File: config.mk
export PLATFORM = sky130hd
export DESIGN_NAME = cpu_fetch
export DESIGN_NICKNAME = d
export VERILOG_FILES = /design/src/rtl/cpu_fetch.sv
export SDC_FILE = /design/constraint.sdc
export NUM_CORES = 1
export LEC_CHECK = 0
export BUFFER_PORTS_ARGS = -buffer_cell sky130_fd_sc_hd__buf_2
export CAP_MARGIN = 20
export CORE_UTILIZATION = 56
export CTS_BUF_LIST = sky130_fd_sc_hd__clkbuf_2 sky130_fd_sc_hd__clkbuf_4 sky130_fd_sc_hd__clkbuf_8
export DETAILED_ROUTE_END_ITERATION = 16
export PLACE_DENSITY = 0.82
export SYNTH_ARGS = -nofsm -noshare
export SYNTH_HDL_FRONTEND = slang
export SYNTH_SLANG_ARGS = --single-unit
File: constraint.sdc
create_clock -name clock -period 3.03 [get_ports clock]
set_clock_uncertainty 0.1 [all_clocks]
set_input_delay 0.606 -clock clock [delete_from_list [all_inputs] [get_ports clock]]
set_output_delay 0.606 -clock clock [all_outputs]
set_load 0.005 [all_outputs]
File: src/rtl/cpu_fetch.sv
// Instruction fetch stage: issues in-order word reads and queues returned
// instructions with their PCs for decode; flushes on a jump redirect.
module cpu_fetch #(
    parameter logic [31:0] RESET_PC = 32'hFFFF0000,
    parameter int          DEPTH    = 2
) (
    input  logic        clock,
    input  logic        reset,
    input  logic        stall,
    output logic        imem_req,
    output logic [31:0] imem_addr,
    input  logic        imem_ready,
    input  logic        imem_rvalid,
    input  logic [31:0] imem_rdata,
    output logic [31:0] p2_instr,
    output logic [31:0] p2_pc,
    output logic        p2_instr_valid,
    input  logic        p2_bubble,
    input  logic        p4_jump_taken,
    input  logic [31:0] p4_jump_addr
);
    localparam int PW = $clog2(DEPTH);
    localparam int CW = $clog2(DEPTH + 1);
    localparam logic [CW:0]   DEPTH_C = (CW + 1)'(DEPTH);
    localparam logic [CW-1:0] ONE     = 1;
    localparam logic [CW-1:0] ZERO    = 0;
    localparam logic [PW-1:0] PONE    = 1;

    logic [31:0]    fetch_pc_q, fetch_pc_d;
    logic [31:0]    pc_q    [DEPTH];
    logic [31:0]    pc_d    [DEPTH];
    logic [31:0]    instr_q [DEPTH];
    logic [31:0]    instr_d [DEPTH];
    logic [DEPTH-1:0] filled_q, filled_d;
    logic [PW-1:0]  head_q, head_d, tail_q, tail_d, fill_q, fill_d;
    logic [CW-1:0]  count_q, count_d, pend_q, pend_d, drop_q, drop_d;

    logic [CW:0] inflight;
    logic        redirect, alloc, fill_hit, drop_hit, rv_owned, pop;

    // Capacity counts responses still owed to flushed requests, so a redirect
    // cannot overrun the queue when the stale data finally arrives.
    assign inflight       = {1'b0, count_q} + {1'b0, drop_q};
    assign redirect       = p4_jump_taken && !stall;
    assign imem_req       = !reset && !redirect && (inflight < DEPTH_C);
    assign imem_addr      = fetch_pc_q;
    assign alloc          = imem_req && imem_ready;
    assign drop_hit       = imem_rvalid && (drop_q != ZERO);
    assign fill_hit       = imem_rvalid && (drop_q == ZERO) && (pend_q != ZERO);
    assign rv_owned       = imem_rvalid && ((drop_q != ZERO) || (pend_q != ZERO));

    assign p2_instr_valid = !reset && filled_q[head_q] && (count_q != ZERO) && !p4_jump_taken;
    assign p2_pc          = reset ? RESET_PC : pc_q[head_q];
    assign p2_instr       = reset ? 32'h0 : instr_q[head_q];
    assign pop            = p2_instr_valid && !stall && !p2_bubble;

    always_comb begin
        fetch_pc_d = fetch_pc_q;
        head_d     = head_q;
        tail_d     = tail_q;
        fill_d     = fill_q;
        count_d    = count_q;
        pend_d     = pend_q;
        drop_d     = drop_q;
        filled_d   = filled_q;
        for (int i = 0; i < DEPTH; i++) begin
            pc_d[i]    = pc_q[i];
            instr_d[i] = instr_q[i];
        end
        if (redirect) begin
            // Every request still waiting for data becomes a response to discard.
            fetch_pc_d = p4_jump_addr & 32'hFFFF_FFFC;
            drop_d     = drop_q + pend_q - (rv_owned ? ONE : ZERO);
            head_d     = '0;
            tail_d     = '0;
            fill_d     = '0;
            count_d    = ZERO;
            pend_d     = ZERO;
            filled_d   = '0;
        end else begin
            if (alloc) begin
                pc_d[tail_q]     = fetch_pc_q;
                filled_d[tail_q] = 1'b0;
                tail_d           = tail_q + PONE;
                fetch_pc_d       = fetch_pc_q + 32'd4;
            end
            if (fill_hit) begin
                instr_d[fill_q]  = imem_rdata;
                filled_d[fill_q] = 1'b1;
                fill_d           = fill_q + PONE;
            end
            if (drop_hit) begin
                drop_d = drop_q - ONE;
            end
            if (pop) begin
                filled_d[head_q] = 1'b0;
                head_d           = head_q + PONE;
            end
            count_d = count_q + (alloc ? ONE : ZERO) - (pop ? ONE : ZERO);
            pend_d  = pend_q + (alloc ? ONE : ZERO) - (fill_hit ? ONE : ZERO);
        end
    end

    always_ff @(posedge clock) begin
        if (reset) begin
            fetch_pc_q <= RESET_PC;
            head_q     <= '0;
            tail_q     <= '0;
            fill_q     <= '0;
            count_q    <= ZERO;
            pend_q     <= ZERO;
            drop_q     <= ZERO;
            filled_q   <= '0;
            for (int i = 0; i < DEPTH; i++) begin
                pc_q[i]    <= RESET_PC;
                instr_q[i] <= 32'h0;
            end
        end else begin
            fetch_pc_q <= fetch_pc_d;
            head_q     <= head_d;
            tail_q     <= tail_d;
            fill_q     <= fill_d;
            count_q    <= count_d;
            pend_q     <= pend_d;
            drop_q     <= drop_d;
            filled_q   <= filled_d;
            for (int i = 0; i < DEPTH; i++) begin
                pc_q[i]    <= pc_d[i];
                instr_q[i] <= instr_d[i];
            end
        end
    end
endmodule

# After elaboration in Yosys (flattened, before gate mapping)
# Memory sizes are Yosys's and may differ from the RTL's. A register that Yosys moved wholly into a read port is not among the register bits.
# Index checks and enable logic that the tools add are counted.
[word_totals] reg_bits=43 ram_bits=128 out_inout_bits=98 elab_cells=120 n_memories=2
[classes] addsub=12 n_lt_le_gt_ge=11 n_mux=44 n_bitwise=11 n_reduce_logical=31
[mem_list] name="instr_q" depth=2 word_bits=32 rd=3 rd_clocked_by_memory_dff=1 wr=2 line_no="32" text="logic [31:0] instr_q [DEPTH];"
[mem_list] name="pc_q" depth=2 word_bits=32 rd=3 rd_clocked_by_memory_dff=1 wr=2 line_no="30" text="logic [31:0] pc_q [DEPTH];"
[ops] operator="$mux 32" count=10
[ops] operator="$mux 64" count=4
[ops] operator="$bwmux 64" count=2
[ops] operator="$demux 32 s1" count=2
[ops] operator="$add 32x3->32 const B" count=1
[ops] operator="$logic_and 1x1->1" count=18
[ops] operator="$mux 1" count=16
[ops] operator="$mux 2" count=7
[ops] operator="$reduce_bool 2->1" count=5
[ops] operator="$lt 1x2->1 const B" count=3
[ops] operator="$sub 2x1->2" count=3
[ops] operator="$logic_not 1->1" count=5
[ops] operator="$add 2x2->2" count=2
[ops] operator="$and 2x2->2" count=2
[ops] operator="$ge 2x2->1 const B" count=2
[ops] operator="$lt 2x1->1 const B" count=2
[ops] operator="$not 1->2" count=2
[ops] operator="$not 2->2" count=2
[ops] operator="$or 1x1->1" count=4
[ops] operator="$add 1x1->1 const B" count=3
[ops] operator="$add 2x2->3" count=1
[ops] operator="$demux 1 s1" count=3
[ops] operator="$ge 1x1->1 const B" count=3
[ops] operator="$lt 3x2->1 const B" count=1
[ops] operator="6 further kinds" count=6

# Logic depth before layout (Yosys ltp)
# Gate-level depths: netlist of run 1.
[depth] ltp_word=13 mapped_depth=11

# Worst setup path after synthesis of run 1
# OpenSTA, ideal clock, no wires.
[synth_path] path_type="input port to flip-flop" start="in reset" end="reg count_q[1]" setup_time_ns=0.128 arrival_time_ns=2.260 t_required_ns=2.802 setup_slack_ns=0.542 path_stages=8 path_buffers=0 path_cell_list="or4_1 nor3_1 ha_1 inv_1 ha_1 xor2_1 xnor2_1 nor2_1"
[synth_between] elab_chain_cells=8
[synth_lines] item="start, declared" line_no="8" text="input logic reset,"
[synth_lines] item="$logic_not 1->1" line_no="52" text="assign p2_instr_valid = !reset && filled_q[head_q] && (count_q != ZERO) && !p4_jump_taken;"
[synth_lines] item="$logic_and 1x1->1 (3 in a row)" line_no="52"
[synth_lines] item="$logic_and 1x1->1 (2 in a row)" line_no="55" text="assign pop = p2_instr_valid && !stall && !p2_bubble;"
[synth_lines] item="via pop" line_no="39" text="logic redirect, alloc, fill_hit, drop_hit, rv_owned, pop;"
[synth_lines] item="$mux 1" line_no="99" text="count_d = count_q + (alloc ? ONE : ZERO) - (pop ? ONE : ZERO);"
[synth_lines] item="$sub 2x1->2" line_no="99"
[synth_lines] item="end signal, assigned" line_no="123" text="count_q <= count_d;"
[synth_lines] item="end, declared" line_no="36" text="logic [CW-1:0] count_q, count_d, pend_q, pend_d, drop_q, drop_d;"
# The timed path passes the listed nets, and every way through them passes these cells.
# A chain may end at the register's enable or synchronous reset.

# Worst setup path in the final report of run 1
[layout_path] start="reg count_q[0]" end="reg fetch_pc_q[30] (netlist: imem_addr[30])"
[layout_between] elab_chain_cells=5
[layout_lines] item="$add 2x2->3" line_no="43" text="assign inflight = {1'b0, count_q} + {1'b0, drop_q};"
[layout_lines] item="$lt 3x2->1" line_no="45" text="assign imem_req = !reset && !redirect && (inflight < DEPTH_C);"
[layout_lines] item="$logic_and 1x1->1" line_no="45"
[layout_lines] item="$logic_and 1x1->1" line_no="47" text="assign alloc = imem_req && imem_ready;"
[layout_lines] item="$reduce_bool 2->1 (no source line)"
[layout_lines] item="end signal, assigned" line_no="119" text="fetch_pc_q <= fetch_pc_d;"
[layout_lines] item="end, declared" line_no="29" text="logic [31:0] fetch_pc_q, fetch_pc_d;"
# Every way passes these cells.

==> results.sh, run 1 <==
export IMPL_status="finished clean"
export IMPL_yosysTopAreaCell="dfxtp_1"
export IMPL_grt_usage_pct=27.82
export IMPL_power_density_nw_per_um2=514.8
export IMPL_clockBufferDepth=2
export IMPL_crit_path_start_kind="flip-flop"
export IMPL_yosysMostFrequentCell="nand2_1"
export IMPL_die_w_um=118.5
export IMPL_grt_max_degree=164
export IMPL_ys_top_cells_by_count="nand2_1 (283), dfxtp_1 (166), a21oi_1 (107)"
export IMPL_fillers=1195
export IMPL_cts_max_level=4
export IMPL_p_seq_share_pct=51.6
export IMPL_grt_antenna_before_repair=2
export IMPL_setup_tns_ns=0
export IMPL_worst_endpoint_arrival_ns=3.01
export IMPL_drv_cap=0
export IMPL_drive_gt1_share_pct=20.23
export IMPL_rows=42
export IMPL_root_buffer="clkbuf_8"
export IMPL_ys_ff_latch=166
export IMPL_final_hold_violation_count=0
export IMPL_swShare_pct=26.50
export IMPL_worst_hold_path_type="in -> reg"
export IMPL_finalCritPeriodShare_pct=91.30
export IMPL_num_io_pins=169
export IMPL_rsz0062_at_grt="no"
export IMPL_synth_cell_types=49
export IMPL_cts_tree="built"
export IMPL_worst_pin_slew_ns=0.7763
export IMPL_gp_congestion=0.8945
export IMPL_post_cts_resized=0
export IMPL_synth_top_cell_area_share_pct=43.75
export IMPL_leakagePower_nw=3.532
export IMPL_path_clk_slew_ns=0.09
export IMPL_synth_area_um2=7596
export IMPL_async_reset_ff_share_pct=0
export IMPL_fin_crit_ns=2.767
export IMPL_ys_seq_area_share_pct=43.75
export IMPL_drt_initial_drc_count=472
export IMPL_crit_path_end_kind="flip-flop"
export IMPL_wl_um=19410
export IMPL_hold_buffers=0
export IMPL_synthTopCellsByArea="dfxtp_1 (44%), nand2_1 (14%), mux2i_1 (8.7%)"
export IMPL_dieArea_um2=14030
export IMPL_clockPowerShare_pct=35.8
export IMPL_synth_ff_type="dfxtp_1"
export IMPL_vias=7166
export IMPL_multi_input_area_um2=3921
export IMPL_p_int_w=0.003378
export IMPL_nNetsFinal=1192
export IMPL_initial_core_util_pct=57.36
export IMPL_worstSetupPathType="reg -> reg"
export IMPL_avgViaCountPerCell=5.508
export IMPL_numCtsBuffers=17
export IMPL_synthToLayoutAreaGrowth_pct=17.54
export IMPL_dr_pass1_iters=5
export IMPL_drtAntennaViolNets=0
export IMPL_p_sw_w=0.001218
export IMPL_holdWs_ns=0.2788
export IMPL_grt_pass1_wl_um=31310
export IMPL_port_buffers=162
export IMPL_syn_inst=980
export IMPL_grt_overflow_total=0
export IMPL_worstPathRequired_ns=3.28
export IMPL_drv_slew=0
export IMPL_wl_per_cell_um=14.92
export IMPL_slew_headroom_pct=47.77
export IMPL_combPwrFrac_pct=12.6
export IMPL_cts_sinks=166
export IMPL_peakVddDrop_mv=0.4430
export IMPL_drc=0
export IMPL_setup_viol=0
export IMPL_cts_setup_buffers=0
export IMPL_core_um2=13240
export IMPL_fp_dieH_um=118.5
export IMPL_dp_hpwl_um=12670
export IMPL_clkLatencyLatePin_ns=0.46
export IMPL_yosysWarnings=0
export IMPL_cp_max_fo=8
export IMPL_grt_pass1_vias=6589
export IMPL_syn_avg_cell_area_um2=7.751
export IMPL_seq_area_um2=3327
export IMPL_synth_edf_count=0
export IMPL_clock_fmax_mhz=361.5
-- cell type report --
type                    instances  area share, %
multi-input cells             731          43.92
flip-flops and latches        166          37.26
repair buffers                185          11.32
clock buffers                  21          3.097
well taps                     176          2.466
clock inverters                 8          1.387
inverters                      11         0.4624
diodes                          3        0.08408
-- critical path, cell delays in order, from the launching register on --
cell	delay (ns)
dfxtp_1	0.33
and2_1	0.16
fa_1	0.50
nor3b_4	0.25
and3_1	0.21
inv_2	0.10
nor4_1	0.63
nand4_1	0.20
o311a_1	0.18
-- sequential cells by signal, summed over array words and instances (netlist names), named ones only --
register   cells
count_q        2
pc_q          60
filled_q       2
drop_q         2
pend_q         2
instr_q       64
imem_addr     30
tail_q         1
fill_q         1
head_q         1
-- per-stage QoR --
| stage | area (µm²) | power, W | instances | setup slack [ns] | util (%) |
|---|---|---|---|---|---|
| floorplan | 7607 | 0.002776 | 983 | 0.5419 | - |
| global route | 8924 | 0.004795 | 1299 | 0.1076 | 67.38 |
| detailed placement | 8521 | 0.002991 | 1269 | 0.2635 | 64.34 |
| global placement | 8521 | 0.002973 | 1269 | 0.2994 | 64.34 |
| finish | 8929 | 0.004596 | 1301 | 0.2635 | 67.42 |
| CTS | 8921 | 0.004612 | 1298 | 0.2900 | 67.37 |
-- metal layers --
metal	GRT usage, %	routed length, µm	vias to the layer above
li1	-	-	3564
met1	33.55	8162	3320
met2	45.88	9246	248
met3	9.846	1620	34
met4	9.652	380	0
met5	0	0	-
-- path summary, 6_finish.rpt --
path                        from        endpoint  slack, ns  cells past startpoint
hold reg to reg   instr_q[0][25]  instr_q[0][25]       0.36                      2
setup / recovery      count_q[0]   imem_addr[30]       0.26                      8
setup reg to reg      count_q[0]   imem_addr[30]       0.26                      8
hold / removal     imem_rdata[2]   instr_q[0][2]       0.28                      3
-- logic make-up (layout without fill, tap and decap cells) --
group | after synthesis | in the layout | share of synthesized area [%]
other | 1 | 7 | 0.04937
adder cells (fa/ha/maj) | 9 | 9 | 1.581
XOR/XNOR | 24 | 24 | 2.767
AND/OR/NAND/NOR | 478 | 478 | 27.15
flip-flops | 166 | 166 | 43.75
AO/OA/AOI/OAI | 150 | 150 | 11.14
multiplexers | 66 | 66 | 8.697
buffers and inverters | 86 | 225 | 4.875
-- cells in the final DEF (no fill, tap or decap), types with 2 or more instances in the layout --
cell       count
conb_1         4
clkinv_2       2
nor2b_1        2
mux2i_1       66
bufinv_16      3
dfxtp_1      165
clkbuf_4       2
ha_1           8
nor4_1         7
nor3_2         2
a31oi_1        3
nand3_1       45
a21oi_1      107
o211ai_1       5
nand4_1       18
inv_2          2
and3_1         8
o21ai_0       11
o22a_1         2
inv_1          9
diode_2        3
xor2_1        11
buf_4         22
buf_2        161
o32a_1         2
clkbuf_8      19
nand2_1      283
and2_1         3
nor3_1        18
nor2_1        73
xnor2_1       13
or3_1          4
buf_12         2
o32ai_1        3
o311a_1        2
and3_2         2
a211oi_1      12
nor4b_1        4
-- power by group through the flow --
| stage | sequential (W) | combinational (W) | clock [W] |
|---|---|---|---|
| floorplan | 0.00239 | 0.000386 | 0 |
| global placement | 0.00241 | 0.000562 | 0 |
| detailed placement | 0.00242 | 0.000575 | 0 |
| CTS | 0.00237 | 0.000582 | 0.00166 |
| global route | 0.00238 | 0.000648 | 0.00177 |
| finish | 0.00237 | 0.000579 | 0.00165 |
Note: power is estimated with default switching activity, not from simulation.
==> run 2: changes to the inputs <==
==> constraint.sdc (replaced) <==
create_clock -name clock -period 3.03 [get_ports clock]
set_clock_uncertainty 0.1 [all_clocks]
set_input_delay 0.7575 -clock clock [delete_from_list [all_inputs] [get_ports clock]]
set_output_delay 0.7575 -clock clock [all_outputs]
set_load 0.005 [all_outputs]
==> results.sh, run 2 (same netlist as run 1, synthesis figures left out) <==
export IMPL_status="finished clean"
export IMPL_synthToLayoutAreaGrowth_pct=18.38
export IMPL_regMostFlops="instr_q"
export IMPL_top_usage_layer="met2"
export IMPL_grt_usage_pct=27.06
export IMPL_clock_fmax_mhz=368.8
export IMPL_port_buffers=162
export IMPL_numCtsBuffers=17
export IMPL_crit_path_end_kind="output port"
export IMPL_dr_pass1_iters=7
export IMPL_peakVddDrop_mv=0.4503
export IMPL_p_int_w=0.003451
export IMPL_setup_viol=0
export IMPL_avgViaCountPerCell=5.462
export IMPL_swShare_pct=26.22
export IMPL_finalCritPeriodShare_pct=89.49
export IMPL_worst_endpoint_arrival_ns=1.85
export IMPL_cp_slowest_cell="dfxtp_4"
export IMPL_cts_max_level=4
export IMPL_crit_path_start_kind="flip-flop"
export IMPL_grt_antenna_before_repair=3
export IMPL_cts_tree="built"
export IMPL_post_cts_resized=0
export IMPL_num_io_pins=169
export IMPL_fp_dieH_um=118.5
export IMPL_worstPathRequired_ns=2.17
export IMPL_worst_pin_slew_ns=0.7999
export IMPL_grt_max_degree=164
export IMPL_rows=42
export IMPL_grt_pass1_vias=6403
export IMPL_drt_initial_drc_count=513
export IMPL_leakagePower_nw=3.549
export IMPL_layout_common_cells="nand2_1 (283), dfxtp_1 (165), buf_2 (161)"
export IMPL_vias=7128
export IMPL_largest_reg_flops=64
export IMPL_mostFrequentLayoutCell="nand2_1"
export IMPL_path_buf_inv=2
export IMPL_initial_core_util_pct=57.36
export IMPL_cp_max_fo=26
export IMPL_clockBufferDepth=2
export IMPL_final_hold_violation_count=0
export IMPL_worstSetupPathType="reg -> out"
export IMPL_drtAntennaViolNets=0
export IMPL_hold_buffers=0
export IMPL_cts_setup_buffers=0
export IMPL_clkLatencyLatePin_ns=0.45
export IMPL_p_sw_w=0.001226
export IMPL_worst_r2r_startpoint="count_q[0]"
export IMPL_drc=0
export IMPL_core_um2=13240
export IMPL_fin_crit_ns=2.711
export IMPL_grt_pass1_wl_um=30380
export IMPL_root_buffer="clkbuf_8"
export IMPL_holdWs_ns=0.3549
export IMPL_slew_headroom_pct=46.18
export IMPL_nNetsFinal=1194
export IMPL_gp_congestion=0.8380
export IMPL_dpl_worst_slack_ns=0.2514
export IMPL_drv_slew=0
export IMPL_cts_sinks=166
export IMPL_die_w_um=118.5
export IMPL_drv_cap=0
export IMPL_dp_hpwl_um=12480
export IMPL_grt_util_met3_pct=8.784
export IMPL_grt_overflow_total=0
export IMPL_use_met1_pct=32.96
export IMPL_rsz0062_at_grt="no"
export IMPL_setup_ws_ns=0.3186
export IMPL_p_seq_share_pct=50.6
export IMPL_cp_slowest_stage_delay_ns=0.65
export IMPL_wl_um=18710
export IMPL_setup_tns_ns=0
export IMPL_fillers=1177
export IMPL_combPwrFrac_pct=12.3
export IMPL_wl_per_cell_um=14.34
export IMPL_worst_hold_path_type="reg -> reg"
export IMPL_use_met2_pct=44.26
export IMPL_critical_path_top_delay_family="flip-flops"
export IMPL_dieArea_um2=14030
export IMPL_path_cells="buf_4 -> mux2i_1 -> nor2_1 -> buf_2"
export IMPL_drive_gt1_share_pct=20.59
export IMPL_power_density_nw_per_um2=520.2
export IMPL_clockPowerShare_pct=37.1
export IMPL_path_clk_slew_ns=0.08
export IMPL_worst_hold_startpoint="instr_q[0][4]"
-- run 2: cell count changes in the layout (fill, tap and decap cells not counted), sizes merged --
cell	delta
buf	+2
bufinv	+1
clkbuf	-1
clkinv	-1
clkinvlp	+5
diode	-1
inv	-1
-- run 2: final cells by class --
cell class | count | area, µm² | share of cell area [%]
Clock buffer | 20 | 262.8 | 2.922
Timing Repair Buffer | 187 | 1039 | 11.55
Tap cell | 176 | 220.2 | 2.449
Sequential cell | 166 | 3327 | 37.00
Clock inverter | 12 | 176.4 | 1.962
Antenna cell | 2 | 5.005 | 0.05566
Multi-Input combinational cell | 731 | 3921 | 43.61
Inverter | 11 | 41.29 | 0.4592
-- run 2: worst paths after layout --
kind / end / slack [ns] / cells past startpoint
worst max-delay path: p2_instr[15] / 0.32 / 4
worst min register to register: instr_q[0][4] / 0.35 / 2
worst max register to register: imem_addr[30] / 0.33 / 8
worst min-delay path: instr_q[0][4] / 0.35 / 2
-- run 2: power by group through the flow --
stage / Clock [W] / Combinational, W / Sequential (W)
after floorplan: 0 / 0.000386 / 0.00239
after global placement: 0 / 0.000561 / 0.00241
after detailed placement: 0 / 0.000573 / 0.00242
after CTS: 0.00175 / 0.000578 / 0.00236
after global routing: 0.00186 / 0.000641 / 0.00238
final: 0.00173 / 0.000577 / 0.00237
-- run 2: through the flow --
| step | util, % | area [µm²] | total power [W] | cells |
|---|---|---|---|---|
| 3_5_place_dp | 64.55 | 8548 | 0.002990 | 1271 |
| 2_1_floorplan | - | 7607 | 0.002776 | 983 |
| 6_report | 67.90 | 8992 | 0.004678 | 1305 |
| 5_1_grt | 67.89 | 8990 | 0.004882 | 1304 |
| 3_3_place_gp | 64.55 | 8548 | 0.002974 | 1271 |
| 4_1_cts | 67.87 | 8987 | 0.004697 | 1303 |
-- run 2: worst min-delay path, delay by kind of cell, from the launching register on --
family	cells	cell delay, ns
flip-flops	1	0.31
AND/OR/NAND/NOR	1	0.05
AO/OA/AOI/OAI	1	0.05
-- run 2: metal layers --
layer | routed length (µm) | vias to the layer above
li1 | - | 3578
met1 | 7856 | 3283
met2 | 8955 | 233
met3 | 1494 | 34
met4 | 407 | 0
met5 | 0 | -
